<file path="src/rtl/fetch_unit.sv">
// Instruction fetch stage: PC register, IF/ID pipeline register and a
// one-entry skid buffer that keeps a word fetched while ID is stalled.
module fetch_unit #(
    parameter logic [31:0] RESET_PC  = 32'h00000000,
    parameter logic [31:0] NOP_INSTR = 32'h00000000
) (
    input  logic        clk,
    input  logic        rst,
    input  logic        stall,
    input  logic        branch_taken,
    input  logic [31:0] branch_target,
    output logic [31:0] imem_addr,
    output logic        imem_req,
    input  logic [31:0] imem_rdata,
    input  logic        imem_ready,
    output logic [31:0] if_id_pc4,
    output logic [31:0] if_id_instr,
    output logic        if_id_valid,
    output logic [31:0] fetch_count
);

    typedef enum logic {
        FETCH = 1'b0,
        HOLD  = 1'b1
    } state_t;

    localparam logic [31:0] PC_INIT = {RESET_PC[31:2], 2'b00};

    state_t      state_q, state_d;
    logic [31:0] pc_q, pc_d;
    logic [31:0] pc4_q, pc4_d;
    logic [31:0] instr_q, instr_d;
    logic        valid_q, valid_d;
    logic [31:0] skid_pc4_q, skid_pc4_d;
    logic [31:0] skid_instr_q, skid_instr_d;
    logic [31:0] count_q, count_d;
    logic [31:0] pc_plus4;

    assign pc_plus4 = pc_q + 32'd4;

    always_ff @(posedge clk) begin
        if (rst) begin
            state_q      <= FETCH;
            pc_q         <= PC_INIT;
            pc4_q        <= 32'h0;
            instr_q      <= NOP_INSTR;
            valid_q      <= 1'b0;
            skid_pc4_q   <= 32'h0;
            skid_instr_q <= 32'h0;
            count_q      <= 32'h0;
        end else begin
            state_q      <= state_d;
            pc_q         <= pc_d;
            pc4_q        <= pc4_d;
            instr_q      <= instr_d;
            valid_q      <= valid_d;
            skid_pc4_q   <= skid_pc4_d;
            skid_instr_q <= skid_instr_d;
            count_q      <= count_d;
        end
    end

    always_comb begin
        state_d      = state_q;
        pc_d         = pc_q;
        pc4_d        = pc4_q;
        instr_d      = instr_q;
        valid_d      = valid_q;
        skid_pc4_d   = skid_pc4_q;
        skid_instr_d = skid_instr_q;
        count_d      = count_q;

        if (branch_taken) begin
            // Redirect beats any stall; a parked skid word is wrong-path.
            state_d      = FETCH;
            pc_d         = {branch_target[31:2], 2'b00};
            pc4_d        = 32'h0;
            instr_d      = NOP_INSTR;
            valid_d      = 1'b0;
            skid_pc4_d   = 32'h0;
            skid_instr_d = 32'h0;
        end else begin
            case (state_q)
                FETCH: begin
                    unique case (1'b1)
                        imem_ready && !stall: begin
                            pc_d    = pc_plus4;
                            pc4_d   = pc_plus4;
                            instr_d = imem_rdata;
                            valid_d = 1'b1;
                            count_d = count_q + 32'd1;
                        end
                        imem_ready && stall: begin
                            pc_d         = pc_plus4;
                            skid_pc4_d   = pc_plus4;
                            skid_instr_d = imem_rdata;
                            state_d      = HOLD;
                        end
                        !imem_ready && !stall: begin
                            pc4_d   = pc_plus4;
                            instr_d = NOP_INSTR;
                            valid_d = 1'b0;
                        end
                        default: ;
                    endcase
                end
                HOLD: begin
                    if (!stall) begin
                        pc4_d   = skid_pc4_q;
                        instr_d = skid_instr_q;
                        valid_d = 1'b1;
                        count_d = count_q + 32'd1;
                        state_d = FETCH;
                    end
                end
                default: state_d = FETCH;
            endcase
        end
    end

    assign imem_addr   = pc_q;
    assign imem_req    = (state_q == FETCH);
    assign if_id_pc4   = pc4_q;
    assign if_id_instr = instr_q;
    assign if_id_valid = valid_q;
    assign fetch_count = count_q;

endmodule

</file>
<file path="config.mk">
export PLATFORM = sky130hd
export DESIGN_NAME = fetch_unit
export DESIGN_NICKNAME = d
export VERILOG_FILES = /design/src/rtl/fetch_unit.sv
export SDC_FILE = /design/constraint.sdc
export NUM_CORES = 1
export LEC_CHECK = 0
export BUFFER_PORTS_ARGS = -buffer_cell sky130_fd_sc_hd__buf_2
export CORE_UTILIZATION = 40
export DETAILED_ROUTE_END_ITERATION = 10
export PLACE_DENSITY = 0.6
export SLEW_MARGIN = 5
export SYNTH_ARGS = -nofsm -noshare
export SYNTH_HDL_FRONTEND = slang
export SYNTH_SLANG_ARGS = --single-unit
</file>
<file path="constraint.sdc">
create_clock -name clk -period 6.6 [get_ports clk]
set_clock_uncertainty 0.2 [all_clocks]
set_input_delay 1.32 -clock clk [delete_from_list [all_inputs] [get_ports clk]]
set_output_delay 1.32 -clock clk [all_outputs]
set_load 0.02 [all_outputs]
</file>
==> impl.org, run 1 <==
** Finish
- Post-route core utilization :: 48.3%
- The library cell used most frequently in the layout, excluding fill and tap cells, is sky130_fd_sc_hd__buf_2.
- Across the whole layout, storage elements account for 3760 µm².
- In the layout the commonest cells are sky130_fd_sc_hd__buf_2, sky130_fd_sc_hd__dfxtp_1, sky130_fd_sc_hd__nand2_1, sky130_fd_sc_hd__nor2_1, sky130_fd_sc_hd__a21oi_1.
- Count of fill cells added during filler insertion :: 2146
- Synthesis-to-finish area growth :: 18.3%
- The repair_antennas step left the layout with diodes totalling 0.
- Share of cells above drive strength 1 :: 19.6%
- Number of nets at the end of the flow :: 1317
- In the final layout, the multi-input gates occupy 4380 µm².

** STA
- Headroom to the max-slew limit came out at 32.2%.
- Derived from the worst setup path, the maximum achievable clock frequency is 289 MHz.
- Final cycle utilization of the critical path :: 52.4%
- Setup repair after global routing left no endpoint under its margin.
- On the final layout, the worst hold slack is 249 ps.
- The hold violation count in the final report came to 0.
- Number of pins with negative max-slew slack in the final report :: 0
- Setup total negative slack on the finished layout was measured at 0 ps.
- Setup violations remaining at the end of the flow were counted as 0.
- Transition time at the pin with the least slew margin :: 1010 ps
- Counting I/O delays and the setup requirement, the final critical path takes 3460 ps.

** Worst hold path
- Counting instances, the worst hold path has a depth of 2.
- Class of the most critical hold timing path :: reg2reg
- Worst Min Path Start :: if_id_pc4[7]

** Synth
- In this run, synthesis inferred 0 flip-flops with an integrated enable.
- Seq cells post-synth :: 188
- The number of different library cells used by synthesis comes to 50.
- Warning count from the yosys run :: 0
- Prevailing post-synth register cell :: sky130_fd_sc_hd__dfxtp_1
- Ranked by total cell area, the synthesized netlist is headed by sky130_fd_sc_hd__dfxtp_1, sky130_fd_sc_hd__a21oi_1, sky130_fd_sc_hd__nand2_1.
- Post-synthesis instance area :: 8580 µm²
- Of all flip-flops after synthesis, the portion carrying an async set or reset was 0%.
- Top-area cell type share of the netlist area :: 43.9%
- The synthesized design spends more area on one cell type than any other, namely sky130_fd_sc_hd__dfxtp_1.
- Mean instance size in the synthesized netlist :: 7.67 µm²
- The share of the Yosys chip area taken by registers is 43.9%.
- Number of cells produced by synthesis :: 1118

** Place
- Number of port buffers :: 192
- Post-DP HPWL :: 15600 µm
- At the end of routability-driven placement, the weighted congestion stood at 0.831.

** Global routing
- Overall routing resource usage :: 21.8%
- Number of global-route vias before repair :: 7215
- The number of antenna violations at the first check in global routing is 0.
- Total congestion overflow after global routing :: 0
- The first global-routing pass estimated 38300 µm of wire.
- Entering global routing, the biggest net connects 84 pins.

** Worst setup path
- STA classifies the critical path startpoint as a primary input.
- Largest fanout on the critical path :: 36
- Type of the worst setup path :: in2reg
- CP endpoint kind :: register
- The most critical setup path has its startpoint at imem_ready.
- The worst register-to-register path has a depth of 6.
- Reg-to-reg setup timing slack :: 3580 ps
- Worst EP arrival :: 3620 ps
- Worst endpoint required time :: 6760 ps
- Reg-to-Reg Start :: imem_addr[2]

** Die
- Core area :: 21000 µm²
- Num ports :: 199
- The floorplan has 53 rows.
- Die area :: 22000 µm²
- The die is 148 µm tall.
- Effective utilization at floorplan :: 40.8%
- Measured along the x axis, the die boundary spans 148 µm.

** Clocking
- Level count of the clock H-tree :: 4
- Post-CTS Repair Setup Buffers :: 0
- CTS root buf :: sky130_fd_sc_hd__clkbuf_16
- Clock-pin slew was measured on the worst setup and hold paths at 80 ps.
- The longest clock path from root to sink contains 2 buffers.
- The clock drives 188 sinks.
- Post-CTS repair changed the size of 0 cells.
- Clock tree from TritonCTS :: built
- Clock latency at the later pin of the worst-skew pair :: 440 ps
- Total clock buffers created by CTS :: 17
- Buffers inserted to repair hold after CTS numbered 0.

** Drt
- Dividing the detail-routed wire length by the instance count gives 15.7 µm.
- After detailed routing, the number of remaining DRC violations is 0.
- Number of routed nets with antenna violations :: 0
- Number of design-rule violations left by the first detailed-router iteration :: 445
- Dividing the detail-routed via count by the number of cells gives 5.35.
- Vias :: 8199
- For this block, the routed nets add up to 24000 µm of wire.
- The pre-antenna-repair detailed-routing pass consisted of 5 iterations.

** Power and ir drop
- For this design the ratio of total power to cell area is 240 nW/µm².
- For this design the static power due to leakage is 3.88 nW.
- Worst voltage drop across the vdd grid :: 0.166 mV

** Run
- Max capacitance violation total :: 0

** Status
- The flow ran to the end, and the final reports show no timing, DRC or antenna violations.
==> layer usage <==
layer / vias up / global-route usage [%] / wire (µm)
li1: 4094 / - / -
met1: 3818 / 31.7 / 11700
met2: 264 / 32.2 / 10400
met4: 0 / 5.36 / 294
met3: 23 / 5.06 / 1620
met5: - / 0 / 0
==> state kept, by name, summed over array words and instances, names as in the netlist <==
name,cells
fetch_count,32
if_id_instr,32
if_id_pc4,30
if_id_valid,1
imem_addr,30
skid_instr_q,32
skid_pc4_q,30
state_q,1
==> kinds of logic after synthesis <==
kind of cell	Yosys count	share of synthesized area [%]
AOI/OAI and AO/OA	247	16.4
muxes	9	1.05
buffers and inverters	112	5.22
adders and majority gates	2	0.292
xor gates and xnor gates	73	7.46
and+or+nand+nor	486	25.6
other	1	0.0437
DFF	188	43.9
==> metrics by stage <==
step / setup slack (ps) / total power, mW / std cells / area, µm²
global placement: 2710 / 1.47 / 1502 / 9590
floorplan: 3360 / 1.39 / 1121 / 8590
detailed placement: 2690 / 1.47 / 1502 / 9590
CTS: 3150 / 2.47 / 1533 / 10100
finish: 3140 / 2.44 / 1533 / 10100
global route: 3030 / 2.54 / 1533 / 10100
==> power by group <==
part           total [mW]  switching [mW]  leakage (nW)  internal (mW)
Combinational       0.244           0.162          2.08         0.0823
Clock               0.991           0.494         0.270          0.497
Sequential           1.20          0.0377          1.53           1.17
==> synthesized netlist by cell type, drive strengths merged (4+ instances only) <==
| library cell | n |
|---|---|
| inv | 14 |
| nor4 | 18 |
| nand2 | 158 |
| clkbuf | 74 |
| nand2b | 4 |
| and3 | 7 |
| buf | 24 |
| and4 | 6 |
| a211o | 5 |
| nor2 | 154 |
| xnor2 | 49 |
| a21oi | 150 |
| dfxtp | 188 |
| o22ai | 8 |
| or3 | 12 |
| o21ai | 35 |
| a211oi | 30 |
| mux2i | 9 |
| nand3 | 60 |
| a221oi | 4 |
| xor2 | 24 |
| nor3 | 30 |
| or4 | 4 |
| nand4 | 21 |
==> layout make-up <==
| type | count | share of cell area [%] |
|---|---|---|
| inverters | 14 | 0.518 |
| flip-flops and latches | 188 | 37.1 |
| multi-input cells | 821 | 43.2 |
| clock buffers | 17 | 4.19 |
| repair buffers | 204 | 10.4 |
| well taps | 275 | 3.39 |
| clock inverters | 14 | 1.27 |
==> worst max-delay path, cell delays in order <==
cell and delay (ps):
sky130_fd_sc_hd__buf_2 590, sky130_fd_sc_hd__or2_2 310, sky130_fd_sc_hd__nand4_2 220, sky130_fd_sc_hd__or4_1 660, sky130_fd_sc_hd__or3_1 360, sky130_fd_sc_hd__a21oi_1 150
==> final timing paths <==
| check | end |
|---|---|
| worst max-delay path | fetch_count[26] |
| worst min-delay path | if_id_pc4[7] |
| worst max register to register | if_id_pc4[28] |
| worst min register to register | if_id_pc4[7] |
Note: power is estimated with default switching activity, not from simulation.
==> run 2, diff against run 1 <==
--- a/config.mk
+++ b/config.mk
@@ -5,10 +5,11 @@
 export SDC_FILE = /design/constraint.sdc
 export NUM_CORES = 1
 export LEC_CHECK = 0
+export ABC_AREA = 1
 export BUFFER_PORTS_ARGS = -buffer_cell sky130_fd_sc_hd__buf_2
 export CORE_UTILIZATION = 40
 export DETAILED_ROUTE_END_ITERATION = 10
-export PLACE_DENSITY = 0.6
+export PLACE_DENSITY = 0.62
 export SLEW_MARGIN = 5
 export SYNTH_ARGS = -nofsm -noshare
 export SYNTH_HDL_FRONTEND = slang
==> constraint.sdc (replaced) <==
create_clock -name clk -period 3 [get_ports clk]
set_clock_uncertainty 0.2 [all_clocks]
set_input_delay 0.6 -clock clk [delete_from_list [all_inputs] [get_ports clk]]
set_output_delay 0.6 -clock clk [all_outputs]
set_load 0.02 [all_outputs]
==> impl.org, run 2 <==
** Synth
- The proportion of netlist area held by the largest area contributor was 42.4% (-1.5 points).
- The most common cell in the synthesized netlist is sky130_fd_sc_hd__nand2_1.
- Among all flip-flop cells after synthesis, the most frequent one is sky130_fd_sc_hd__dfxtp_1.
- sky130_fd_sc_hd__dfxtp_1 takes more of the synthesized area than any other cell.
- The flip-flop and latch count after synthesis was 188 (unchanged).
- The fraction of the yosys area taken by sequential cells came to 42.4% (-1.5 points).
- Post-synthesis instance area :: 8880 µm² (+3.5%)
- Mean instance size in the synthesized netlist :: 6.88 µm² (-10%)
- Commonest cells in the netlist :: sky130_fd_sc_hd__nand2_1, sky130_fd_sc_hd__dfxtp_1, sky130_fd_sc_hd__a21oi_1
- Fraction of registers with async set/reset :: 0% (unchanged)
- The count of synthesis-stage warnings from yosys was 0 (unchanged).
- Yosys attributes the largest share of cell area to sky130_fd_sc_hd__dfxtp_1, sky130_fd_sc_hd__nand2_1, sky130_fd_sc_hd__a21oi_1.
- Netlist cell types :: 38 (-24%)
- The post-synthesis cell count is 1290 (+15%).
- The number of enable flip-flop cells after synthesis was 0 (unchanged).

** Die
- Num ports :: 199 (unchanged)
- The height of the die came to 151 µm (+1.7%).
- The horizontal extent of the die came to 151 µm (+1.7%).
- The area enclosed by the die boundary was 22800 µm² (+3.5%).
- Core area :: 21800 µm² (+3.8%)
- Effective utilization at floorplan :: 40.7% (-0.11 points)
- The site row count was 54 (+1.9%).

** Clocking
- The number of hold buffers added after CTS was 0 (unchanged).
- Clock latency at the later pin of the worst-skew pair :: 430 ps (about the same)
- The post-cts sizing count was 0 (unchanged).
- The clock-pin slew on the worst setup and hold paths is 70 ps (about the same).
- The H-tree depth came to 4 (unchanged).
- The root buffer cell chosen for the clock tree is sky130_fd_sc_hd__clkbuf_16.
- TritonCTS built the clock tree.
- The post-CTS setup-driven buffer insertion count came to 0 (unchanged).
- The clock buffer count from CTS is 17 (unchanged).
- The largest buffer count on any clock path came to 2 (unchanged).
- Number of clock sinks :: 188 (unchanged)

** STA
- The tightest slew margin relative to the limit was 28.7% (-3.5 points).
- Final Hold Viols :: 0 (unchanged)
- Setup repair after global routing left no endpoint under its margin.
- After layout, the minimum clock period comes to 2500 ps.
- Transition time at the pin with the least slew margin :: 1070 ps (+61.1 ps)
- Setup TNS :: 0 ps (unchanged)
- Minimum setup slack in the final design :: 498 ps (-2640 ps)
- The number of pins with negative max-slew slack in the final report came to 0 (unchanged).
- The total of endpoints with negative setup slack in the final report is 0 (unchanged).
- Tightest hold margin :: 223 ps (-26.3 ps)
- The final critical path takes up 83.4% of the cycle.
- Static timing analysis puts the maximum clock frequency at 400 MHz.

** Place
- The worst slack after detailed placement is 296 ps (-2400 ps).
- Total placed instance area :: 10000 µm² (+4.3%)
- The number of buffers added on ports came to 192 (unchanged).
- The final weighted congestion of routability-driven global placement was 0.906 (+9.0%).
- The HPWL reported at the end of detailed placement was 17100 µm (+9.5%).

** Status
- Outcome :: complete, no violations

** Power and ir drop
- Total power divided by cell area :: 508 nW/µm² (+110%)
- The leakage power was 4.77 nW (+23%).
- Worst voltage drop across the vdd grid :: 0.347 mV (+110%)

** Finish
- Leaving out fill and tap cells, the most frequent cells in the layout are sky130_fd_sc_hd__nand2_1, sky130_fd_sc_hd__buf_2, sky130_fd_sc_hd__dfxtp_1, sky130_fd_sc_hd__a21oi_1, sky130_fd_sc_hd__o21ai_0.
- Synthesis-to-finish area growth :: 19.0%
- Post-route core utilization :: 48.4% (+0.14 points)
- Most common cell after layout, fill and taps aside :: sky130_fd_sc_hd__nand2_1
- The final design instance area without fill is 10600 µm² (+4.1%).
- Share of cells above drive strength 1 :: 20.2% (+0.69 points)
- Number of nets at the end of the flow :: 1520 (+15%)

** Global routing
- Number of global-route vias before repair :: 7915 (+9.7%)
- The global-route met1 utilization came to 28.5% (-3.2 points).
- Most crowded layer after global routing :: met2
- The number of antenna violations at the first check in global routing came to 1 (+1).
- The global-route track usage on met2 came to 36.5% (+4.2 points).
- The wire length of the first global-routing pass is 39800 µm (+4.1%).
- Total congestion overflow after global routing :: 0 (unchanged)
- Largest net degree at the start of global routing :: 55 (-35%)
- Overall routing resource usage :: 22.2% (+0.35 points)
- The met3 track utilization from global routing came to 5.75% (+0.69 points).

** Worst setup path
- The worst-path maximum fanout is 54 (+50%).
- Type of the worst setup path :: reg2reg
- The arrival time reported for the critical path endpoint was 2620 ps (-1000 ps).
- The worst path required time came to 3120 ps (-3640 ps).
- STA classifies the critical path startpoint as a register.
- STA classifies the critical path endpoint as a register.

** Run
- The count of maximum capacitance violations is 0 (unchanged).

** Drt
- Number of routed nets with antenna violations :: 0 (unchanged)
- The routed wire length per instance came to 14.4 µm (-8.3%).
- Number of remaining DRC errors :: 0 (unchanged)
- Vias :: 8676 (+5.8%)
- Routed Wire Length :: 25000 µm (+4.3%)
- The iteration-0 DRC count of the detailed router was 453 (+1.8%).
- DR pass1 iterations :: 5 (unchanged)
- The detailed-route vias per instance is 4.98 (-6.9%).

** Worst hold path
- The min-delay analysis places its worst path in the category in2reg.
run 2: logic make-up (layout without fill, tap and decap cells):
family | after synthesis | in the layout | synth area share (%)
buffers and inverters | 199 | 368 | 9.13
other | 1 | 5 | 0.0422
adder cells (fa/ha/maj) | 2 | 2 | 0.282
flip-flops | 188 | 188 | 42.4
AND/OR/NAND/NOR | 563 | 563 | 28.0
XOR/XNOR | 17 | 17 | 1.85
AO/OA/AOI/OAI | 320 | 320 | 18.3
run 2: path summary, 6_finish.rpt:
| check | cells after the start | slack, ps | endpoint | from |
|---|---|---|---|---|
| min reg2reg | 2 | 250 | if_id_pc4[9] | if_id_pc4[9] |
| max reg2reg | 7 | 500 | skid_pc4_q[13] | state_q |
| max | 7 | 500 | skid_pc4_q[13] | state_q |
| min | 3 | 220 | if_id_instr[21] | imem_rdata[21] |
run 2: cell type report:
cell class / count / area, µm²
fillers: 2273 / 11300
inverters: 131 / 499
diodes: 1 / 2.50
clock buffers: 19 / 453
well taps: 280 / 350
multi-input cells: 906 / 4320
clock inverters: 13 / 106
flip-flops and latches: 188 / 3760
repair buffers: 205 / 1070
run 2: power by group:
| group | internal [mW] | leakage [nW] | total, mW | switching, mW |
|---|---|---|---|---|
| clock | 1.13 | 0.273 | 2.19 | 1.06 |
| sequential | 2.57 | 1.53 | 2.63 | 0.0655 |
| combinational | 0.171 | 2.97 | 0.540 | 0.369 |
run 2: per-layer routing:
| metal | up-vias | share of wire, % |
|---|---|---|
| li1 | 4440 | - |
| met1 | 3987 | 46 |
| met2 | 225 | 46 |
| met3 | 24 | 6.7 |
| met4 | 0 | 1.6 |
| met5 | - | 0 |
run 2: per-stage QoR:
step	power, mW	std cells
2_1_floorplan	3.03	1293
3_3_place_gp	3.23	1710
3_5_place_dp	3.23	1710
4_1_cts	5.42	1742
5_1_grt	5.59	1742
6_report	5.36	1743
run 2: worst max-delay path: stages (launching register included):
cell and delay [ps]:
sky130_fd_sc_hd__dfxtp_2 490, sky130_fd_sc_hd__inv_4 120, sky130_fd_sc_hd__nand2_4 70, sky130_fd_sc_hd__nor2_4 630
sky130_fd_sc_hd__inv_2 310, sky130_fd_sc_hd__buf_12 280, sky130_fd_sc_hd__o21ai_0 200, sky130_fd_sc_hd__inv_1 50
==> run 3, diff against run 2 <==
==> constraint.sdc (replaced) <==
create_clock -name clk -period 2.15 [get_ports clk]
set_clock_uncertainty 0.2 [all_clocks]
set_input_delay 0.43 -clock clk [delete_from_list [all_inputs] [get_ports clk]]
set_output_delay 0.43 -clock clk [all_outputs]
set_load 0.02 [all_outputs]
==> impl.org, run 3 (synthesis gave the netlist of run 2 again) <==
** Status
- Outcome :: complete, no violations

** Finish
- Most common cell after layout, fill and taps aside :: sky130_fd_sc_hd__nand2_1
- Number of nets at the end of the flow :: 1537 (+1.1%)
- Count of fill cells added during filler insertion :: 2279 (+0.26%)
- Cell area after layout :: 10800 µm² (+1.9%)
- Compared with the post-synthesis result, the final layout area differs by 21.3%.
- Post-route core utilization :: 49.4% (+0.94 points)
- Commonest non-fill, non-tap cells in the layout :: sky130_fd_sc_hd__nand2_1, sky130_fd_sc_hd__buf_2, sky130_fd_sc_hd__dfxtp_1, sky130_fd_sc_hd__a21oi_1, sky130_fd_sc_hd__o21ai_0
- The fraction of layout cells with a size suffix above 1 came to 21.2% (+0.92 points).

** Drt
- The DRC violation count after routing is 0 (unchanged).
- The detailed-route vias per instance is 4.88 (-1.9%).
- Number of routed nets with antenna violations :: 0 (unchanged)
- Number of design-rule violations left by the first detailed-router iteration :: 440 (-2.9%)
- The total length of routed wires was 25000 µm (-0.25%).
- DR pass1 iterations :: 5 (unchanged)
- The routed wire length per instance came to 14.2 µm (-1.3%).
- Vias :: 8602 (-0.85%)

** Global routing
- The number of antenna violations at the first check in global routing is 2 (+1).
- The maximum number of pins on one net before global-route repair is 48 (-13%).
- The met3 track utilization from global routing came to 5.12% (-0.63 points).
- Most crowded layer after global routing :: met2
- Number of global-route vias before repair :: 7845 (-0.88%)
- The residual overflow from global routing is 0 (unchanged).
- The wire length of the first global-routing pass is 39300 µm (-1.3%).
- Met2 Track Usage GR :: 35.5% (-0.96 points)
- Fraction of met1 tracks used by global routing :: 29.4% (+0.91 points)
- Overall routing resource usage :: 22.1% (-0.093 points)

** Power and ir drop
- The leakage power came to 4.88 nW (+2.3%).
- Total power divided by cell area :: 725 nW/µm² (+43%)
- Worst voltage drop across the vdd grid :: 0.419 mV (+21%)

** Worst setup path
- The biggest cell delay along the critical path was 370 ps (-260 ps).
- Type of the worst setup path :: reg2reg
- The arrival time reported for the critical path endpoint was 2010 ps (-610 ps).
- The worst setup path is launched from a register.
- Largest fanout on the critical path :: 5 (-91%)
- Crit path max-delay cell type :: sky130_fd_sc_hd__dfxtp_1
- The worst path required time came to 2260 ps (-860 ps).
- Counting stages on the worst path, the most repeated cell is sky130_fd_sc_hd__nand2_1.
- The critical path goes through ha_1, nand2_1, nor2_4, nand2_4, nor2_4, nand2_1, nand2_1, nand2_1, o21ai_0, nand2_1.
- STA classifies the critical path endpoint as a register.

** Die
- Num ports :: 199 (unchanged)
- The area enclosed by the die boundary was 22800 µm² (unchanged).
- Floorplan die height :: 151 µm (unchanged)
- Effective utilization at floorplan :: 40.7% (unchanged)
- The site row count was 54 (unchanged).
- Die W :: 151 µm (unchanged)
- The core area is 21800 µm² (unchanged).

** STA
- The minimum period implied by the final worst setup slack is 1900 ps (-605 ps).
- The final setup slack of the worst path was 253 ps (-245 ps).
- Worst rel slew slack :: 65.2% (+37 points)
- Total setup violations reported at the end of the flow :: 0 (unchanged)
- The summed negative setup slack over all endpoints is 0 ps (unchanged).
- Transition time at the pin with the least slew margin :: 522 ps (-547 ps)
- The maximum clock rate is 527 MHz (+32%).
- Final Hold Viols :: 0 (unchanged)
- The number of pins with negative max-slew slack in the final report is 0 (unchanged).
- The final critical-path share of the clock period was 88.2% (+4.8 points).
- RSZ-0062 raised after global routing :: false

** Clocking
- The clock latency at the later pin of the worst-skew pair came to 420 ps (about the same).
- Clock tree from TritonCTS :: built
- The post-CTS setup-driven buffer insertion count is 0 (unchanged).
- Longest Clk Path Bufs :: 2 (unchanged)
- The root buffer cell chosen for the clock tree is sky130_fd_sc_hd__clkbuf_16.
- Total clock buffers created by CTS :: 17 (unchanged)
- Level count of the clock H-tree :: 4 (unchanged)
- Clock transition at path regs :: 70 ps (about the same)
- Number of clock sinks :: 188 (unchanged)

** Run
- Max capacitance violation total :: 0 (unchanged)

** Place
- Total placed instance area :: 10100 µm² (+1.4%)
- The final weighted congestion of routability-driven global placement was 0.902 (-0.47%).
- The HPWL reported at the end of detailed placement came to 17600 µm (+3.1%).
- The worst slack after detailed placement came to 192 ps (-105 ps).
- Number of port buffers :: 192 (unchanged)

** Worst hold path
- Class of the most critical hold timing path :: in2reg
[run 3: cell count changes in the layout (fill, tap and decap cells not counted), sizes merged]
cell      change
bufinv        +3
clkinv        -3
inv           -1
diode         +1
buf          +17
clkinvlp      +1
[run 3: layout make-up]
cell class,instances,area (µm²),share of cell area (%)
Multi-Input combinational cell,906,4320,40.1
Sequential cell,188,3760,35.0
Timing Repair Buffer,222,1210,11.2
Inverter,131,499,4.63
Clock buffer,19,443,4.11
Tap cell,280,350,3.25
Clock inverter,13,176,1.64
Antenna cell,2,5.00,0.0465
[run 3: per-stage QoR]
| step | hold WS, ps | instances | total power [mW] |
|---|---|---|---|
| 6_report | 52.5 | 1761 | 7.81 |
| 4_1_cts | 39.8 | 1759 | 7.89 |
| 5_1_grt | 49.9 | 1759 | 8.14 |
| 3_3_place_gp | 233 | 1727 | 4.53 |
| 2_1_floorplan | 240 | 1293 | 4.23 |
| 3_5_place_dp | 237 | 1727 | 4.54 |
[run 3: metal layers]
metal | up-vias | part of all wire [%]
met2 | 232 | 45
met5 | - | 0
met1 | 3874 | 47
li1 | 4474 | -
met3 | 22 | 6.8
met4 | 0 | 1.4
[run 3: path summary, 6_finish.rpt]
check | slack [ps] | startpoint | cells after the start | end
setup reg to reg | 250 | imem_addr[3] | 10 | if_id_pc4[28]
setup / recovery | 250 | imem_addr[3] | 10 | if_id_pc4[28]
hold reg to reg | 250 | if_id_pc4[27] | 2 | if_id_pc4[27]
hold / removal | 50 | imem_rdata[21] | 3 | if_id_instr[21]
[run 3: report_power, final]
group | internal, mW | switching [mW] | leakage, nW | total [mW]
combinational | 0.259 | 0.528 | 3.06 | 0.787
clock | 1.89 | 1.46 | 0.294 | 3.36
sequential | 3.58 | 0.0836 | 1.53 | 3.67
total | 5.74 | 2.07 | 4.88 | 7.81
[run 3: timing repair]
item	in CTS	in global routing
endpoints found under the setup margin	0	1
hold buffers	0	0
endpoints found under the hold margin	0	0
resized for setup	0	1
[run 3: worst max-delay path, delay by kind of cell (launching register included)]
kind	cells	cell delay (ps)
and+or+nand+nor	8	820
adders and majority gates	1	190
DFF	1	370
AOI/OAI and AO/OA	1	190
